File: src/rtl/if_fetch_queue.sv
// Fetch unit: PC sequencing, single-outstanding icache requests, and a
// DEPTH-entry instruction FIFO toward decode with redirect flushing.
module if_fetch_queue #(
  parameter int              XLEN     = 32,
  parameter int              DEPTH    = 4,
  parameter logic [XLEN-1:0] RESET_PC = 32'h6000_0000
) (
  input  logic            clk,
  input  logic            rst,
  input  logic            redirect,
  input  logic [XLEN-1:0] redirect_pc,
  input  logic            imem_resp,
  input  logic [XLEN-1:0] imem_rdata,
  output logic            imem_read,
  output logic [XLEN-1:0] imem_address,
  output logic            out_valid,
  input  logic            out_ready,
  output logic [XLEN-1:0] out_pc,
  output logic [XLEN-1:0] out_pc_next,
  output logic [XLEN-1:0] out_ir,
  output logic [15:0]     flush_count
);

  localparam int            AW   = $clog2(DEPTH);
  localparam logic [AW:0]   FULL = (AW+1)'(DEPTH);

  typedef enum logic [1:0] {FETCH, DROP, WAIT} state_t;

  state_t          state, state_next;
  logic [XLEN-1:0] req_pc, req_pc_next;
  logic [XLEN-1:0] stale_pc, stale_pc_next;
  logic [XLEN-1:0] pc_mem [DEPTH];
  logic [XLEN-1:0] ir_mem [DEPTH];
  logic [AW-1:0]   head, tail;
  logic [AW:0]     count, count_next;
  logic [XLEN-1:0] target;
  logic            enq, deq;

  // Masking (rather than slicing) keeps every redirect_pc bit in use.
  assign target = redirect_pc & ~XLEN'(3);

  assign out_valid = (count != '0);
  assign deq       = out_valid & out_ready & ~redirect;
  assign enq       = (state == FETCH) & imem_resp & ~redirect;

  assign imem_read    = rst & (state != WAIT);
  assign imem_address = (state == DROP) ? stale_pc : req_pc;

  assign out_pc      = out_valid ? pc_mem[head] : '0;
  assign out_pc_next = out_valid ? pc_mem[head] + XLEN'(4) : '0;
  assign out_ir      = out_valid ? ir_mem[head] : '0;

  always_comb begin
    state_next    = state;
    req_pc_next   = req_pc;
    stale_pc_next = stale_pc;
    count_next    = count + {{AW{1'b0}}, enq} - {{AW{1'b0}}, deq};
    if (redirect) count_next = '0;

    case (state)
      FETCH: begin
        if (redirect) begin
          req_pc_next = target;
          if (!imem_resp) begin
            state_next    = DROP;
            stale_pc_next = req_pc;
          end
        end else if (imem_resp) begin
          req_pc_next = req_pc + XLEN'(4);
          if (count_next == FULL) state_next = WAIT;
        end
      end
      // The stale address stays on the bus until its response retires it.
      DROP: begin
        if (redirect) req_pc_next = target;
        if (imem_resp) state_next = FETCH;
      end
      WAIT: begin
        if (redirect) begin
          req_pc_next = target;
          state_next  = FETCH;
        end else if (deq) begin
          state_next = FETCH;
        end
      end
      default: state_next = FETCH;
    endcase
  end

  always_ff @(posedge clk or negedge rst) begin
    if (!rst) begin
      state       <= FETCH;
      req_pc      <= RESET_PC;
      stale_pc    <= RESET_PC;
      head        <= '0;
      tail        <= '0;
      count       <= '0;
      flush_count <= '0;
    end else begin
      state    <= state_next;
      req_pc   <= req_pc_next;
      stale_pc <= stale_pc_next;
      count    <= count_next;
      if (redirect) begin
        head <= '0;
        tail <= '0;
        if (flush_count != 16'hFFFF) flush_count <= flush_count + 16'd1;
      end else begin
        if (enq) tail <= tail + AW'(1);
        if (deq) head <= head + AW'(1);
      end
    end
  end

  always_ff @(posedge clk) begin
    if (enq) begin
      pc_mem[tail] <= req_pc;
      ir_mem[tail] <= imem_rdata;
    end
  end

endmodule

File: config.mk
export PLATFORM = sky130hd
export DESIGN_NAME = if_fetch_queue
export DESIGN_NICKNAME = d
export VERILOG_FILES = /design/src/rtl/if_fetch_queue.sv
export SDC_FILE = /design/constraint.sdc
export NUM_CORES = 1
export LEC_CHECK = 0
export CORE_AREA = 2 2 247 249
export CTS_CLUSTER_DIAMETER = 40
export CTS_CLUSTER_SIZE = 10
export DETAILED_ROUTE_END_ITERATION = 12
export DIE_AREA = 0 0 249 251
export DONT_BUFFER_PORTS = 1
export HOLD_SLACK_MARGIN = 0.03
export PLACE_DENSITY = 0.48
export SLEW_MARGIN = 20
export SYNTH_ARGS = -nofsm -noshare
export SYNTH_HDL_FRONTEND = slang
export SYNTH_SLANG_ARGS = --single-unit
File: constraint.sdc
create_clock -name clk -period 4.03 [get_ports clk]
set_clock_uncertainty 0.05 [all_clocks]
set_input_delay 0.806 -clock clk [delete_from_list [all_inputs] [get_ports clk]]
set_output_delay 0.806 -clock clk [all_outputs]
set_load 0.05 [all_outputs]
==> reports/results.tsv <==
metric	value	unit
setup_violations	0	
antenna_found_initial	3	
criticalPathCategory	reg -> out	
dr.first_iter.drc_count	468	
num_io_pins	215	
synth-seq-area-share	0.646	
p_switching	7.61	mW
drv_cap	0	
p_int	9.95	mW
layout_common_cells	248 x edfxtp_1, 79 x dfrtp_1, 76 x buf_4, 67 x and2_1, 60 x clkbuf_16	
slew_violations	0	
vdd_drop_max	0.000476	V
period_needed	3.97	ns
post_drt_wl_per_cell	20.7	µm
rrSetupSlack	1.05	ns
nets	1177	
routabilityCongestion	0.754	
rsz0062_at_grt	yes	
gr-total-overflow	0	
arrival	3.11	ns
critical_path.max_fanout	8	
power_frac_seq	0.300	
yosys_warnings	0	
cts_tree	done	
status	finished, final reports clean	
finalHoldViolCount	0	
fp-row-count	90	
cts_buffer_depth	3	
syn-cell-area	14800	µm²
drive_above_1_share	0.315	
cts-root-buf	clkbuf_16	
grt_pass1_wl	59.5	mm
p_clk_frac	0.293	
firstDrtPassIters	5	
postRouteWirelength	39.9	mm
die_w	249	µm
final_common_cell	edfxtp_1	
tightest_slew	0.855	ns
critPathLaunchType	flip-flop	
fin_setup_tns	0	ns
insertion_delay	0.61	ns
cts_buffers	60	
async_flop_share	0.255	
htreeDepth	2	
yosysUniqueCellTypes	52	
initial_utilization	0.248	
num_vias	8952	
postRouteAntennaNets	0	
routed_via_density	4.64	
syn_inst	993	
hold_class	in -> async	
core_region_area	59800	µm²
synth_edf_count	248	
grt_max_degree	86	
grtUsageTotal	0.126	
ys.flop_type	edfxtp_1	
postSynthAreaPerCell	14.9	µm²
power.share.combinational	0.408	
fin_crit_sh	0.985	
grt_pass1_vias	9292	
ys_ff_latch	333	
remaining_drc_errors	0	
p_leak	6.57	nW
cp.required	3.17	ns
dieArea	62500	µm²
endpoint_kind	output port	
cts_sinks	333	
powerDensity	937	nW/µm²
finalPower	17.6	mW
io_buffers	0	
p_sw_frac	0.433	
clock.fmax	252	MHz
place_hpwl	25.7	mm
syn_to_final_growth	26.4	%
slew_headroom	0.430	
die_y	251	µm
clkTransAtPathRegs	0.05	ns
power groups by stage:
| stage | logic, mW | clock network, mW | registers (mW) |
|---|---|---|---|
| final | 7.16 | 5.14 | 5.26 |
| after global routing | 7.59 | 5.43 | 5.37 |
| after CTS | 7.12 | 5.29 | 5.28 |
| after detailed placement | 6.87 | 0 | 5.35 |
| after global placement | 6.84 | 0 | 5.30 |
| after floorplan | 5.53 | 0 | 4.95 |
layout make-up:
cell class | count | area, µm²
Antenna cell | 2 | 5.00
Timing Repair Buffer | 100 | 956
Inverter | 21 | 78.8
Clock buffer | 67 | 1540
Fill cell | 5898 | 41100
Clock inverter | 45 | 549
Multi-Input combinational cell | 579 | 5050
Tap cell | 782 | 978
Sequential cell | 333 | 9590
kinds of logic (layout without fill, tap and decap cells):
family,Yosys count,count (layout),synth area share
compound gates,114,114,0.0474
xor+xnor,31,31,0.0192
fa+ha+maj,13,13,0.0115
buf+inv,86,233,0.0260
flops,333,333,0.646
mux,127,127,0.146
other cells,1,8,0.000253
simple gates,288,288,0.104
repair_timing:
item / in CTS / in global routing
hold buffers: 1 / 0
buffers inserted: 23 / 10
resized for setup: 35 / 28
pin swaps: 3 / 4
setup endpoints to repair: 15 / 16
hold endpoints to repair: 85 / 0
registers in the layout (all words and copies together), names as in the netlist:
signal	flops
stale_pc	30
ir_mem	128
head	2
count	3
state	2
req_pc	30
pc_mem	120
tail	2
flush_count	16
synthesized netlist by cell type (23+ instances only):
master    instances  area (µm²)
clkbuf_1         42         158
o21ai_0          25         125
nand2_1          51         191
xnor2_1          23         201
edfxtp_1        248        7450
nand4_1          24         150
a21oi_1          38         190
dfrtp_1          81        2030
mux2_2           56         631
nor2_1           51         191
nand3_1          33         165
and2_1           72         450
mux4_2           54        1220
final timing paths:
| path | depth (start not counted) | to | start |
|---|---|---|---|
| max | 8 | out_pc_next[19] | head[0]$_DFFE_PN0P_ |
| min | 1 | stale_pc[19]$_DFFE_PN0P_ | rst |
| max reg2reg | 14 | state[0]$_DFFE_PN0P_ | count[1]$_DFF_PN0_ |
| min reg2reg | 2 | stale_pc[17]$_DFFE_PN0P_ | stale_pc[17]$_DFFE_PN0P_ |
| max in group asynchronous | 1 | head[0]$_DFFE_PN0P_ | rst |
| min in group clk | 1 | head[0]$_DFFE_PN0P_ | redirect |
metrics by stage:
stage	hold slack, ns	setup WS, ns	instances	area, µm²	util
2_1_floorplan	0.400	0.360	998	14800	-
3_3_place_gp	0.413	0.349	1782	16200	0.270
3_5_place_dp	0.427	0.338	1782	16200	0.270
4_1_cts	0.0449	-0.0354	1918	18600	0.310
5_1_grt	0.0659	-0.0439	1928	18700	0.313
6_report	0.0609	0.0609	1929	18700	0.313
layer usage:
metal / GRT usage / part of all wire
met5: 0 / 0.00033
met4: 0.0409 / 0.020
met3: 0.0398 / 0.071
met2: 0.200 / 0.47
met1: 0.164 / 0.44
critical path: stages (launching register included):
cell and delay (ns):
dfrtp_4 0.51, buf_12 0.14, buf_4 0.17, mux4_2 0.38, nand4_4 0.11, or3_4 0.48, or3_1 0.35, a21oi_2 0.17
buf_6 0.18
(Power assumes the default switching activity.)
